===== src/rtl/bmat_unit.sv =====
// ---------------------------------------------------------------------------
// bmat_unit -- 8x8 bit-matrix multiply unit for the 64-bit bitmanip datapath.
//
// Operations (op):
//   00 : bmat OR   rd[8r+i] = |_j (rs1[8r+j] & rs2[8j+i])
//   01 : bmat XOR  rd[8r+i] = ^_j (rs1[8r+j] & rs2[8j+i])
//   10 : bmat FLIP rd[8r+i] = rs1[8i+r]  (only with BMAT_FLIP_EN, else OR)
//   11 : reserved, executes as OR
//
// Optional feature macro: BMAT_FLIP_EN
//   defined     -> op 10 transposes rs1, result one cycle after accept
//   not defined -> no transpose path on rs1; op 10 runs as OR
//
// Parameter:
//   ROWS_PER_CYCLE : result rows per compute cycle (1, 2, 4 or 8);
//                    OR/XOR take 8/ROWS_PER_CYCLE compute cycles.
//
// Ports:
//   clock      in   clock
//   reset      in   synchronous, active-high reset
//   in_valid   in   operation request
//   in_ready   out  request can be accepted this cycle
//   op[1:0]    in   operation select
//   rs1[63:0]  in   left matrix, byte r is row r
//   rs2[63:0]  in   right matrix, byte j is row j
//   out_valid  out  result available on rd
//   out_ready  in   consumer takes the result
//   rd[63:0]   out  result matrix (held until the next result completes)
//   busy       out  compute in progress
// ---------------------------------------------------------------------------
module bmat_unit #(
  parameter int ROWS_PER_CYCLE = 1
) (
  input  logic        clock,
  input  logic        reset,
  input  logic        in_valid,
  output logic        in_ready,
  input  logic [1:0]  op,
  input  logic [63:0] rs1,
  input  logic [63:0] rs2,
  output logic        out_valid,
  input  logic        out_ready,
  output logic [63:0] rd,
  output logic        busy
);

  if (!(ROWS_PER_CYCLE == 1 || ROWS_PER_CYCLE == 2 ||
        ROWS_PER_CYCLE == 4 || ROWS_PER_CYCLE == 8)) begin : g_bad_rows_per_cycle
    $error("bmat_unit: ROWS_PER_CYCLE must be 1, 2, 4 or 8");
  end

  localparam int         N_CYCLES = 8 / ROWS_PER_CYCLE;
  localparam logic [2:0] LAST_CNT = 3'(N_CYCLES - 1);

  typedef enum logic [1:0] {
    S_IDLE = 2'd0,
    S_COMP = 2'd1,
    S_DONE = 2'd2
  } state_t;

  state_t      r_state;
  state_t      w_state_next;

  logic        w_accept;
  logic        w_last;
  logic        w_do_flip;

  logic [2:0]  r_cnt;
  logic        r_xor;
  logic [63:0] r_rs1;
  logic [63:0] r_cols;      // rs2 transposed: byte i holds column i of rs2
  logic [63:0] r_acc;
  logic [63:0] r_rd;
  logic [63:0] w_acc_next;

  logic [2:0]  w_row;
  logic [7:0]  w_row_bits;
  logic [7:0]  w_row_res;

  // Swap row/column index of an 8x8 bit matrix: t[8a+b] = m[8b+a].
  // Used both to pre-transpose rs2 into columns and for FLIP.
  function automatic logic [63:0] transpose8(input logic [63:0] m);
    logic [63:0] t;
    t = '0;
    for (int a = 0; a < 8; a++) begin
      for (int b = 0; b < 8; b++) begin
        t[8*a+b] = m[8*b+a];
      end
    end
    return t;
  endfunction

`ifdef BMAT_FLIP_EN
  logic r_flip;
  assign w_do_flip = r_flip;
`else
  assign w_do_flip = 1'b0;
`endif

  assign w_accept = in_valid && in_ready;
  assign w_last   = (r_cnt == LAST_CNT);
  assign rd       = r_rd;

  // FSM: state register
  always_ff @(posedge clock) begin
    if (reset) r_state <= S_IDLE;
    else       r_state <= w_state_next;
  end

  // FSM: next state
  always_comb begin
    w_state_next = r_state;
    case (r_state)
      S_IDLE: if (w_accept) w_state_next = S_COMP;
      S_COMP: if (w_do_flip || w_last) w_state_next = S_DONE;
      // Handoff and new accept may share one edge, so no bubble.
      S_DONE: if (out_ready) w_state_next = in_valid ? S_COMP : S_IDLE;
      default: w_state_next = S_IDLE;
    endcase
  end

  // FSM: outputs
  always_comb begin
    in_ready  = 1'b0;
    busy      = 1'b0;
    out_valid = 1'b0;
    case (r_state)
      S_IDLE: in_ready = 1'b1;
      S_COMP: busy = 1'b1;
      S_DONE: begin
        out_valid = 1'b1;
        in_ready  = out_ready;
      end
      default: in_ready = 1'b0;
    endcase
  end

  // Row slice for this compute cycle: rows are produced from 7 downward,
  // ROWS_PER_CYCLE at a time, each row dotted against the eight columns.
  always_comb begin
    w_acc_next = r_acc;
    w_row      = '0;
    w_row_bits = '0;
    w_row_res  = '0;
    for (int m = 0; m < ROWS_PER_CYCLE; m++) begin
      w_row      = 3'(7 - int'(r_cnt) * ROWS_PER_CYCLE - m);
      w_row_bits = r_rs1[{w_row, 3'b000} +: 8];
      for (int i = 0; i < 8; i++) begin
        w_row_res[i] = r_xor ? ^(w_row_bits & r_cols[8*i +: 8])
                             : |(w_row_bits & r_cols[8*i +: 8]);
      end
      w_acc_next[{w_row, 3'b000} +: 8] = w_row_res;
    end
  end

  // Operand capture, accumulation and result register. rd only updates on
  // the completing edge so it holds the previous result while computing.
  always_ff @(posedge clock) begin
    if (reset) begin
      r_cnt <= '0;
      r_rd  <= '0;
`ifdef BMAT_FLIP_EN
      r_flip <= 1'b0;
`endif
    end else if (w_accept) begin
      r_rs1  <= rs1;
      r_cols <= transpose8(rs2);
      r_xor  <= (op == 2'b01);
`ifdef BMAT_FLIP_EN
      r_flip <= (op == 2'b10);
`endif
      r_cnt  <= '0;
    end else if (r_state == S_COMP) begin
      r_acc <= w_acc_next;
      r_cnt <= r_cnt + 3'd1;
      if (w_do_flip) begin
`ifdef BMAT_FLIP_EN
        r_rd <= transpose8(r_rs1);
`endif
      end else if (w_last) begin
        r_rd <= w_acc_next;
      end
    end
  end

endmodule


===== config.mk =====
export PLATFORM = sky130hd
export DESIGN_NAME = bmat_unit
export DESIGN_NICKNAME = d
export VERILOG_FILES = /design/src/rtl/bmat_unit.sv
export SDC_FILE = /design/constraint.sdc
export NUM_CORES = 1
export LEC_CHECK = 0
export ABC_AREA = 1
export CORE_ASPECT_RATIO = 1.75
export CORE_UTILIZATION = 27
export CTS_BUF_LIST = sky130_fd_sc_hd__clkbuf_16
export CTS_CLUSTER_DIAMETER = 60
export DETAILED_ROUTE_END_ITERATION = 16
export GPL_TIMING_DRIVEN = 0
export PLACE_DENSITY = 0.47
export SYNTH_ARGS = -nofsm -noshare
export SYNTH_HDL_FRONTEND = slang
export SYNTH_SLANG_ARGS = --single-unit
export TNS_END_PERCENT = 50

===== constraint.sdc =====
create_clock -name clock -period 20 [get_ports clock]
set_clock_uncertainty 0.15 [all_clocks]
set_input_delay 4 -clock clock [delete_from_list [all_inputs] [get_ports clock]]
set_output_delay 4 -clock clock [all_outputs]
set_load 0.05 [all_outputs]

==> flow_metrics.env <==
export IMPL_wl_um=33300
export IMPL_netlist_instances=1217
export IMPL_setup_tns_ns=0
export IMPL_post_cts_buffers=0
export IMPL_core_area_um2=42400
export IMPL_synth_fa_ha_area_share_pct=4.00
export IMPL_yosysUniqueCellTypes=23
export IMPL_fp_dieArea_um2=43700
export IMPL_synth_area_mux_share_pct=0
export IMPL_fin_crit_sh_pct=49.1
export IMPL_cp_required_ns=15.85
export IMPL_yosys_area_top_type_share_pct=50.1
export IMPL_synth_xor_area_share_pct=0
export IMPL_startpoint="out_ready"
export IMPL_path_clk_slew_ns=0.06
export IMPL_placed_area_um2=14400
export IMPL_r2r_cells=19
export IMPL_critPathCapture="in_ready"
export IMPL_p_per_area_nw_per_um2=81.9
export IMPL_drive_gt1_share_pct=6.18
export IMPL_gp_congestion=0.799
export IMPL_yosysMostFrequentCell="nand2_1"
export IMPL_cts_path_max_buffers=3
export IMPL_max_freq_ghz=0.102
export IMPL_yosys_warnings=0
export IMPL_status="completed"
export IMPL_worst_setup_path_end_kind="output pin"
export IMPL_max_slew_margin_pct=48.1
export IMPL_critPathLaunchType="input port"
export IMPL_die_w_um=158
export IMPL_maxSlewViolCount=0
export IMPL_final_area_um2=15300
export IMPL_finalWorstSetupSlack_ns=10.19
export IMPL_power_frac_clock_pct=40.4
export IMPL_diodes=0
export IMPL_syn_num_nets=1388
export IMPL_r2r_slack_ns=15.86
export IMPL_cts_max_level=1
export IMPL_worstMarginPinSlew_ns=0.777
export IMPL_drc_errors=0
export IMPL_synth_compound_area_share_pct=5.97
export IMPL_yosys_area_top_type="edfxtp_1"
export IMPL_path_max_fanout=2
export IMPL_ys_async_sr_fraction_pct=0
export IMPL_switching_share_pct=24.5
export IMPL_ant_nets=0
export IMPL_criticalPathCategory="in -> out"
export IMPL_syn2layout_area_growth_pct=32.1
export IMPL_drtPass1Iterations=5
export IMPL_rsz0062_at_grt="false"
export IMPL_antenna_found_initial=0
export IMPL_cts_repair_resized=0
export IMPL_overflow=0
export IMPL_p_leak_nw=6.27
export IMPL_drt_iter0_drc=461
export IMPL_pre_cts_ws_ns=10.18
export IMPL_wl_per_cell_um=16.4
export IMPL_place_hpwl_um=26000
export IMPL_grt_max_degree=38
export IMPL_cts_root_buf="clkbuf_16"
export IMPL_vias=8846
export IMPL_grt_first_pass_wirelength_um=50400
export IMPL_setup_viol=0
export IMPL_grt_usage_pct=15.6
export IMPL_stdcell_count=2033
export IMPL_maxCapViolations=0
export IMPL_clkSinkCount=262
export IMPL_placedCellCount=1983
export IMPL_tritoncts="done"
export IMPL_min_path_type="reg -> reg"
export IMPL_cts_hold_buf=0
export IMPL_synth_simple_area_share_pct=22.2
export IMPL_synth_top_family_by_area="simple AND/OR/NAND/NOR gates"
export IMPL_hold_viol_final=0
export IMPL_r2r_start="r_cnt[0]"
export IMPL_peakVddDrop_uv=55.4
export IMPL_portBuffers=199
export IMPL_synth_area_leaders="edfxtp_1 50%, dfxtp_1 12%, nand2_1 11%"
export IMPL_synth_edff_count=193
export IMPL_rr_endpoint="rd[26]"
export IMPL_cts_inserted_buffers=27
export IMPL_hold_ws_ns=0.396
export IMPL_p_int_w=0.000944
export IMPL_clock_latency_ns=0.55
export IMPL_ys_top_cells_by_count="348 x nand2_1, 193 x edfxtp_1, 160 x nor2_1"
export IMPL_synth_seq_cells=262
export IMPL_nets=1622
export IMPL_ios=201
export IMPL_synth_main_ff_cell="edfxtp_1"
export IMPL_layout_min_cycle_time_ns=9.81
export IMPL_synth_seq_area_share_pct=62.1
export IMPL_start_util_pct=27.3
export IMPL_crit_arrival_ns=5.66
export IMPL_pwr_share_comb_pct=11.2
export IMPL_avgSynthCellArea_um2=9.50
export IMPL_p_sw_w=0.000307
export IMPL_grt_pass1_vias=8952
export IMPL_synth_area_um2=11600
export IMPL_vias_per_cell=4.35
export IMPL_pwr_share_seq_pct=48.5
export IMPL_die_h_um=276
export IMPL_row_count=100
[worst min-delay path by stage]
stage / start / end / slack, ns / cells past startpoint
finish: rd[51] / rd[51] / 0.40 / 2
global route: r_acc[9] / r_acc[9] / 0.42 / 2
CTS: rd[51] / rd[51] / 0.40 / 2
detailed placement: r_acc[29] / r_acc[29] / 0.38 / 2
global placement: rd[19] / rd[19] / 0.38 / 2
floorplan: r_acc[41] / r_acc[41] / 0.36 / 2
[worst max-delay path: stages]
cell	delay (ns)
clkdlybuf4s50_1	0.51
inv_1	0.08
a21oi_1	0.19
clkdlybuf4s50_1	0.88
[cell type report]
type	instances	area, um2
fillers	4316	27100
flip-flops and latches	262	7180
multi-input cells	787	3730
repair buffers	205	2120
well taps	561	702
clock buffers	27	676
inverters	126	473
clock inverters	23	203
plain buffers	42	194
[per-stage QoR]
step,utilization (%),power (W)
after global routing,36.0,0.00130
after global placement,33.6,0.000758
after floorplan,-,0.000695
final,36.0,0.00125
after detailed placement,33.9,0.000759
after CTS,36.0,0.00127
[power groups by stage]
stage	clock [W]	sequential [W]	combinational [W]
after floorplan	0	0.000620	0.0000752
after global placement	0	0.000623	0.000136
after detailed placement	0	0.000618	0.000141
after CTS	0.000522	0.000606	0.000142
after global routing	0.000539	0.000607	0.000157
final	0.000505	0.000606	0.000140
[sequential cells by signal, summed over array words and instances (netlist names)]
name     count
r_acc       64
r_cols      64
rd          64
r_rs1       64
r_xor        1
r_cnt        3
r_state      2
[placed cells by master (no fill, tap or decap)]
cell type and count:
nand3b_1 5, nand2_1 348, clkbuf_1 16, o221ai_1 8
clkdlybuf4s50_1 199, buf_4 5, buf_16 1, nand3_1 91
edfxtp_1 193, o21ai_1 3, dfxtp_1 69, inv_1 127
ha_1 37, inv_6 2, o21ai_0 69, nand3_2 1
nor2_4 3, o21a_1 8, clkinv_2 4, o22ai_1 8
clkinv_1 5, nor2_1 158, inv_2 3, buf_1 7
clkbuf_16 27, buf_12 5, nor4_4 2, or2_2 16
a21oi_1 30, bufinv_16 3, inv_8 1, buf_2 14
clkinvlp_4 4
[cell families (layout without fill, tap and decap cells)]
family,count (synthesis),in the layout
AO/OA/AOI/OAI,126,126
AND/OR/NAND/NOR,624,624
adder cells (fa/ha/maj),37,37
flip-flops,262,262
buffers and inverters,168,423
[routing by layer]
| metal | GRT usage, % | vias up | wire, um |
|---|---|---|---|
| met4 | 7.26 | 0 | 1360 |
| met2 | 30.1 | 225 | 18300 |
| met5 | 0 | - | 0 |
| met3 | 2.01 | 71 | 1340 |
| li1 | - | 4486 | - |
| met1 | 16.3 | 4064 | 12300 |
Note: power is estimated with default switching activity, not from simulation.
